<file path="src/rtl/pea_invoke_scheduler.sv">
`default_nettype none
// ============================================================================
// Module  : pea_invoke_scheduler
// Brief   : CFDF firing scheduler for the PEA actor: queued descriptors drive
//           next_mode, wait for enable, pulse invoke and track firing-complete.
// Revision: 1.0 - initial release
// ============================================================================
module pea_invoke_scheduler #(
    parameter int DESC_DEPTH = 4,
    parameter int CNT_W      = 8,
    parameter int TIMEOUT    = 1024,
    parameter int FIRE_CNT_W = 16
) (
    input  logic                  clk,
    input  logic                  rst,
    input  logic                  desc_valid,
    output logic                  desc_ready,
    input  logic [1:0]            desc_mode,
    input  logic [CNT_W-1:0]      desc_count,
    input  logic                  enable,
    input  logic                  fc,
    input  logic                  abort,
    input  logic                  err_clr,
    output logic [1:0]            next_mode,
    output logic                  invoke,
    output logic                  busy,
    output logic [FIRE_CNT_W-1:0] firing_count,
    output logic                  timeout_err,
    output logic                  bad_desc
);

    localparam int PTR_W = $clog2(DESC_DEPTH);
    localparam int TMR_W = (TIMEOUT > 1) ? $clog2(TIMEOUT) : 1;
    localparam logic [TMR_W-1:0] c_TMR_LAST = TMR_W'((TIMEOUT > 0) ? TIMEOUT - 1 : 0);
    localparam logic [PTR_W:0]   c_FULL_LVL = (PTR_W + 1)'(DESC_DEPTH);

    localparam logic [2:0] c_ST_IDLE    = 3'd0;
    localparam logic [2:0] c_ST_SETTLE  = 3'd1;
    localparam logic [2:0] c_ST_WAIT_EN = 3'd2;
    localparam logic [2:0] c_ST_INVOKE  = 3'd3;
    localparam logic [2:0] c_ST_WAIT_FC = 3'd4;
    localparam logic [2:0] c_ST_ERROR   = 3'd5;

    logic [CNT_W+1:0]      r_q [DESC_DEPTH];
    logic [PTR_W-1:0]      r_wr_ptr;
    logic [PTR_W-1:0]      r_rd_ptr;
    logic [PTR_W:0]        r_level;
    logic [2:0]            r_state;
    logic [1:0]            r_mode;
    logic [CNT_W-1:0]      r_remaining;
    logic [TMR_W-1:0]      r_timer;
    logic                  r_fc_q;
    logic [FIRE_CNT_W-1:0] r_firing_count;
    logic                  r_timeout_err;
    logic                  r_bad_desc;

    logic                  w_full;
    logic                  w_empty;
    logic                  w_push;
    logic                  w_pop;
    logic                  w_fc_edge;
    logic [1:0]            w_head_mode;
    logic [CNT_W-1:0]      w_head_cnt;

    assign w_full      = (r_level == c_FULL_LVL);
    assign w_empty     = (r_level == '0);
    assign w_push      = desc_valid && !w_full && !abort;
    assign w_pop       = (r_state == c_ST_IDLE) && !w_empty && !abort;
    assign w_fc_edge   = fc && !r_fc_q;
    assign w_head_mode = r_q[r_rd_ptr][CNT_W+1:CNT_W];
    assign w_head_cnt  = r_q[r_rd_ptr][CNT_W-1:0];

    assign desc_ready   = !w_full;
    assign next_mode    = r_mode;
    assign invoke       = (r_state == c_ST_INVOKE);
    assign busy         = (r_state != c_ST_IDLE) || !w_empty;
    assign firing_count = r_firing_count;
    assign timeout_err  = r_timeout_err;
    assign bad_desc     = r_bad_desc;

    // Storage needs no reset: occupancy is tracked solely by r_level.
    always_ff @(posedge clk) begin
        if (w_push) begin
            r_q[r_wr_ptr] <= {desc_mode, desc_count};
        end
    end

    always_ff @(posedge clk) begin
        if (rst) begin
            r_wr_ptr       <= '0;
            r_rd_ptr       <= '0;
            r_level        <= '0;
            r_state        <= c_ST_IDLE;
            r_mode         <= 2'b00;
            r_remaining    <= '0;
            r_timer        <= '0;
            r_fc_q         <= 1'b0;
            r_firing_count <= '0;
            r_timeout_err  <= 1'b0;
            r_bad_desc     <= 1'b0;
        end else begin
            r_fc_q <= fc;
            if (abort) begin
                r_wr_ptr <= '0;
                r_rd_ptr <= '0;
                r_level  <= '0;
                r_state  <= c_ST_IDLE;
                if (err_clr) begin
                    r_timeout_err <= 1'b0;
                    r_bad_desc    <= 1'b0;
                end
            end else begin
                if (w_push) r_wr_ptr <= r_wr_ptr + 1'b1;
                if (w_pop)  r_rd_ptr <= r_rd_ptr + 1'b1;
                if (w_push && !w_pop)      r_level <= r_level + 1'b1;
                else if (!w_push && w_pop) r_level <= r_level - 1'b1;

                // Clear first so a flag raised in the same cycle still sticks.
                if (err_clr) begin
                    r_timeout_err <= 1'b0;
                    r_bad_desc    <= 1'b0;
                end

                case (r_state)
                    c_ST_IDLE: begin
                        if (!w_empty) begin
                            if (w_head_mode == 2'b11) begin
                                r_bad_desc <= 1'b1;
                            end else if (w_head_cnt != '0) begin
                                r_mode      <= w_head_mode;
                                r_remaining <= w_head_cnt;
                                r_state     <= c_ST_SETTLE;
                            end
                        end
                    end
                    c_ST_SETTLE:  r_state <= c_ST_WAIT_EN;
                    c_ST_WAIT_EN: if (enable) r_state <= c_ST_INVOKE;
                    c_ST_INVOKE: begin
                        r_timer <= '0;
                        r_state <= c_ST_WAIT_FC;
                    end
                    c_ST_WAIT_FC: begin
                        if (w_fc_edge) begin
                            if (r_firing_count != '1) r_firing_count <= r_firing_count + 1'b1;
                            r_remaining <= r_remaining - 1'b1;
                            r_state     <= (r_remaining > 1) ? c_ST_SETTLE : c_ST_IDLE;
                        end else if (TIMEOUT != 0) begin
                            if (r_timer == c_TMR_LAST) begin
                                r_timeout_err <= 1'b1;
                                r_state       <= c_ST_ERROR;
                            end else begin
                                r_timer <= r_timer + 1'b1;
                            end
                        end
                    end
                    c_ST_ERROR: if (err_clr) r_state <= c_ST_IDLE;
                    default:    r_state <= c_ST_IDLE;
                endcase
            end
        end
    end

endmodule
`default_nettype wire

</file>
<file path="config.mk">
export PLATFORM = sky130hd
export DESIGN_NAME = pea_invoke_scheduler
export DESIGN_NICKNAME = d
export VERILOG_FILES = /design/src/rtl/pea_invoke_scheduler.sv
export SDC_FILE = /design/constraint.sdc
export NUM_CORES = 1
export LEC_CHECK = 0
export BUFFER_PORTS_ARGS = -buffer_cell sky130_fd_sc_hd__buf_2
export CAP_MARGIN = 20
export CORE_ASPECT_RATIO = 1.1
export CORE_MARGIN = 3
export CORE_UTILIZATION = 40
export CTS_CLUSTER_SIZE = 20
export DETAILED_ROUTE_END_ITERATION = 6
export PLACE_DENSITY = 0.64
export SLEW_MARGIN = 20
export SYNTH_ARGS = -nofsm -noshare
export SYNTH_HDL_FRONTEND = slang
export SYNTH_SLANG_ARGS = --single-unit
</file>
<file path="constraint.sdc">
create_clock -name clk -period 3 [get_ports clk]
set_clock_uncertainty 0.2 [all_clocks]
set_input_delay 0.3 -clock clk [delete_from_list [all_inputs] [get_ports clk]]
set_output_delay 0.3 -clock clk [all_outputs]
set_load 0.01 [all_outputs]
</file>
### Word-level counts from Yosys, hierarchy flattened

Memory sizes are Yosys's and may differ from the RTL's. A register that Yosys moved wholly into a read port is not among the register bits.
Index checks and enable logic that the tools add are counted.

| storage, ports and cells | value |
|---|---|
| bits in registers | 49 |
| bits in writable memories | 40 |
| input port bits | 17 |
| output and inout port bits | 23 |
| memories kept | 1 |

Memory list:

| name | depth | bits a word | read ports | clocked after Yosys merged registers in | wr ports | line | source |
|---|---|---|---|---|---|---|---|
| r_q | 4 | 10 | 1 | 1 | 1 | 44 | `logic [CNT_W+1:0] r_q [DESC_DEPTH];` |

| cells by class | value |
|---|---|
| add/sub/neg operators | 7 |
| magnitude comparators | 1 |
| equality and inequality tests | 18 |
| multiplexer cells | 33 |
| bitwise gates (word level) | 3 |
| reductions and logical operators | 27 |

Operator list:

| cell | count |
|---|---|
| 8-bit 2-to-1 mux | 4 |
| 3-bit 2-to-1 mux | 9 |
| 10-bit 2-to-1 mux | 2 |
| 10-bit case mux with 2 select lines | 1 |
| 3-bit case mux with 6 select lines | 1 |
| 16-bit by 1-bit adder with 16-bit output, second input constant | 1 |
| 16-bit != test, second input constant | 1 |
| 8-bit case mux with 2 select lines | 1 |
| 2-bit != test, second input constant | 7 |
| 1-bit 2-to-1 mux | 13 |
| 6-bit AND reduction | 2 |
| 10-bit by 1-bit adder with 10-bit output, second input constant | 1 |
| 10-bit equality test, second input constant | 1 |
| 3-bit equality test, second input constant | 3 |
| 8-bit by 1-bit > comparator with 1-bit output, second input constant | 1 |
| 4-bit AND reduction | 2 |
| 8-bit nonzero test | 1 |
| 8-bit by 1-bit subtractor with 8-bit output, second input constant | 1 |
| 1-bit logical AND | 7 |
| 3-bit by 2-bit equality test with 1-bit output, second input constant | 2 |
| 1-bit logical NOT | 6 |
| 3-bit logical NOT | 2 |
| 2-bit nonzero test | 3 |
| 5-bit AND reduction | 1 |
| 12 further kinds | 16 |

### Logic depth before layout (Yosys ltp)

| depth | value |
|---|---|
| depth after elaboration | 8 |
| mapped depth | 10 |

### Worst setup path before layout

No wires, ideal clock.

| timing path | value |
|---|---|
| kind | reg2reg |
| start | reg r_state[0] |
| end | reg r_level[2] |
| library setup time | 0.071 ns |
| arrival | 2.328 ns |
| required time | 2.729 ns |
| slack | 0.402 ns |
| stages on the path, launching flop included | 11 |
| path through | dfxtp_1 -> buf_6 -> or3_2 -> nor3_1 -> inv_1 -> ha_1 -> inv_1 -> fa_1 -> xor2_1 -> or3_1 -> a21oi_1 |

| on the way | value |
|---|---|
| cells in the longest elaborated chain, start to end | 6 |
| elaborated cells on any way between the ends | 8 |

RTL lines:

| what | line | source |
|---|---|---|
| start: declaration | 48 | `logic [2:0] r_state;` |
| start signal: assignment | 93 | `r_state <= c_ST_IDLE;` |
| start signal: assignment | 107 | `r_state <= c_ST_IDLE;` |
| start signal: assignment | 132 | `r_state <= c_ST_SETTLE;` |
| 3-bit logical NOT (*) | 68 | `assign w_pop = (r_state == c_ST_IDLE) && !w_empty && !abort;` |
| 1-bit logical AND (*) (2 in series) | 68 |  |
| 1-bit logical NOT | 115 | `if (w_push && !w_pop) r_level <= r_level + 1'b1;` |
| 1-bit logical AND | 115 |  |
| 3-bit 2-to-1 mux / 2-bit nonzero test (equally long branches) | -- |  |
| end signal: assignment | 115 |  |
| end signal: assignment | 116 | `else if (!w_push && w_pop) r_level <= r_level - 1'b1;` |
| end: declaration | 47 | `logic [PTR_W:0] r_level;` |

Every way passes the cells marked *; elsewhere a longest branch is shown, timed or not.
A chain may end at the register's enable or synchronous reset.

==> impl_metrics.json <==
{
  "p_int_mw": 1.816,
  "rows": 38,
  "numCtsBuffers": 9,
  "synthesis.nets": 398,
  "syn_to_final_growth_pct": 14.65,
  "timing.fmax_mhz": 361.6,
  "route.detailed.drc": 0,
  "critPathKind": "reg2reg",
  "synth_area_leaders": "edfxtp_1 (28%), dfxtp_1 (24%), nor2_1 (3.8%), mux4_1 (3.1%), xnor2_1 (2.9%)",
  "worst_setup_path_start_kind": "register",
  "cts_buffer_depth": 2,
  "ys_seq_elements": 91,
  "cts_hold_buf": 10,
  "antenna_found_initial": 0,
  "synthMuxAreaShare_pct": 6.997,
  "synth_compound_area_share_pct": 12.45,
  "firstDrtPassIters": 6,
  "cts_sinks": 91,
  "viasPerCell": 5.287,
  "synth_top_area_cell": "edfxtp_1",
  "crit_path_max_fanout": 10,
  "cp.required_ns": 3.04,
  "power_density_nw_per_um2": 502.1,
  "grt_max_degree": 29,
  "place.gp.congestion": 0.8136,
  "power.share.clock_pct": 35.7,
  "n_antenna_cell": 0,
  "synth_top_family_by_area": "simple AND/OR/NAND/NOR gates",
  "vdd_drop_max_mv": 0.3747,
  "max_cap_viol_count": 0,
  "cts-root-buf": "clkbuf_8",
  "synth_edf_count": 40,
  "fin_crit_sh_pct": 92.19,
  "layout_min_cycle_time_ns": 2.766,
  "power_switching_share_pct": 25.23,
  "syn_area_um2": 4220,
  "postSynthCellCount": 371,
  "cts_tree": "yes",
  "reg2regPathDepth": 6,
  "synthXorXnorAreaFrac_pct": 4.151,
  "end_kind": "register",
  "slew_headroom_pct": 45.11,
  "layout.nets": 450,
  "yosys_warnings": 0,
  "ant_nets": 0,
  "worstPathArrival_ns": 2.80,
  "synth_top_area_share_pct": 28.46,
  "finalMaxSlewViolations": 0,
  "fin_setup_tns_ns": 0,
  "synth.avg_cell_area_um2": 11.38,
  "wire_per_inst_um": 14.38,
  "clkSlewWorstSetupHoldPaths_ns": 0.09,
  "grt_usage_pct": 14.05,
  "post-cts-setup-buffers": 0,
  "leakage_nw": 1.707,
  "drive_above_1_share_pct": 17.99,
  "ys_async_sr_fraction_pct": 0,
  "ys.flop_type": "dfxtp_1",
  "clk_latency_ns": 0.36,
  "routed-via-count": 3003,
  "crit_end": "r_remaining[3]$_SDFFE_PP0P_",
  "setup_slack_ns": 0.2342,
  "wl_mm": 8.169,
  "layout_commonest_cell": "dfxtp_1",
  "grt_overflow": 0,
  "setup_violations": 0,
  "combPwrFrac_pct": 9.1,
  "most-common-layout-cells": "dfxtp_1 (51), nor2_1 (43), edfxtp_1 (40), buf_2 (39), nand2_1 (21)",
  "yosys.area_share.simple_pct": 17.14,
  "die_y_um": 113.7,
  "hpwl_mm": 5.647,
  "seq_area_frac_synth_pct": 52.65,
  "initial_core_util_pct": 41.87,
  "r2r_slack_ns": 0.23,
  "rsz0062_at_grt": "false",
  "tightest_slew_ns": 0.8164,
  "cts-resized-gates": 0,
  "synth_cell_types": 59,
  "first_global_vias": 2852,
  "fillers": 943,
  "die-area_um2": 11820,
  "io_pins": 40,
  "total_power_mw": 2.429,
  "dr.first_iter.drc_count": 151,
  "outcome": "complete, no violations",
  "coreArea_um2": 10080,
  "grt_pass1_wl_mm": 13.70,
  "dp_slack_ns": 0.2528,
  "chipWidth_um": 103.9,
  "htreeDepth": 3,
  "p_sw_uw": 612.9,
  "finalHoldViolations": 0,
  "hold_class": "in2reg",
  "io_buffers": 39,
  "synth_fa_ha_area_share_pct": 3.143,
  "r2r_end": "r_remaining[3]$_SDFFE_PP0P_",
  "seq_power_share_pct": 55.2
}
-- power groups by stage --
stage / registers (mW) / logic, mW / clock network, mW
floorplan: 1.36 / 0.159 / 0
global placement: 1.37 / 0.206 / 0
detailed placement: 1.37 / 0.211 / 0
CTS: 1.34 / 0.222 / 0.887
global route: 1.35 / 0.248 / 0.940
finish: 1.34 / 0.220 / 0.868
-- cells in the mapped netlist (all sizes together), types with 5 or more instances --
master / instances
a21oi: 15
o21ai: 17
mux4: 10
nor3: 10
inv: 13
ha: 9
and2: 7
xor2: 6
nand2: 21
a211oi: 12
dfxtp: 51
buf: 7
or4: 7
or3: 5
nor2b: 5
nand3: 14
xnor2: 14
clkbuf: 6
nor2: 43
edfxtp: 40
-- how the worst min path moves through the flow --
stage                       startpoint                        to  slack, ns  depth (start not counted)
4_1_cts                     desc_valid  r_wr_ptr[1]$_SDFFE_PP0P_       0.01                          3
3_3_place_gp   r_timer[6]$_SDFFE_PP0P_   r_timer[6]$_SDFFE_PP0P_       0.26                          2
3_5_place_dp   r_timer[6]$_SDFFE_PP0P_   r_timer[6]$_SDFFE_PP0P_       0.28                          2
5_1_grt                     desc_valid  r_wr_ptr[1]$_SDFFE_PP0P_       0.02                          3
2_1_floorplan            desc_count[0]       r_q[0][0]$_DFFE_PP_       0.20                          0
6_report                            fc         r_fc_q$_SDFF_PP0_       0.04                          2
-- routing by layer --
layer / GRT usage [%] / part of all wire, % / up-vias
met5: 0 / 0 / -
met4: 3.812 / 0.76 / 0
met3: 3.282 / 3.4 / 4
met2: 24.88 / 51 / 50
met1: 17.31 / 45 / 1457
li1: - / - / 1492
-- final cells by class --
class / instances / area (um2) / share of cell area [%]
Tap cell: 140 / 175.2 / 3.620
Sequential cell: 91 / 2222 / 45.93
Timing Repair Buffer: 54 / 332.8 / 6.879
Clock inverter: 7 / 83.83 / 1.733
Multi-Input combinational cell: 254 / 1852 / 38.27
Inverter: 13 / 48.80 / 1.009
Clock buffer: 9 / 123.9 / 2.560
-- critical path, cell delays in order (launching register included) --
cell and delay (ns):
dfxtp_1 0.32, buf_4 0.21, mux4_1 0.66, a2111oi_4 0.46
o32a_1 0.45, o21ai_2 0.10, a32o_1 0.27
-- stage by stage --
stage | hold slack [ns] | cell area, um2 | util [%] | instances
finish | 0.04041 | 4838 | 48.00 | 568
global route | 0.02232 | 4838 | 48.00 | 568
CTS | 0.01142 | 4838 | 48.00 | 568
detailed placement | 0.2760 | 4531 | 44.95 | 542
global placement | 0.2642 | 4531 | 44.95 | 542
floorplan | 0.1989 | 4220 | - | 371
-- kinds of logic (layout without fill, tap and decap cells) --
group           count (synthesis)  in the layout
simple gates                  137            137
flops                          91             91
compound gates                 72             72
buf+inv                        26             83
xor+xnor                       20             20
mux                            15             15
fa+ha+maj                      10             10
-- state kept, by name, summed over array words and instances, names as in the netlist, named ones only --
| register | cells |
|---|---|
| r_level | 3 |
| r_rd_ptr | 2 |
| r_q | 40 |
| next_mode | 2 |
| timeout_err | 1 |
| bad_desc | 1 |
| firing_count | 16 |
| r_remaining | 8 |
| r_fc_q | 1 |
| r_state | 3 |
| r_timer | 10 |
| r_wr_ptr | 2 |
(Power assumes the default switching activity.)
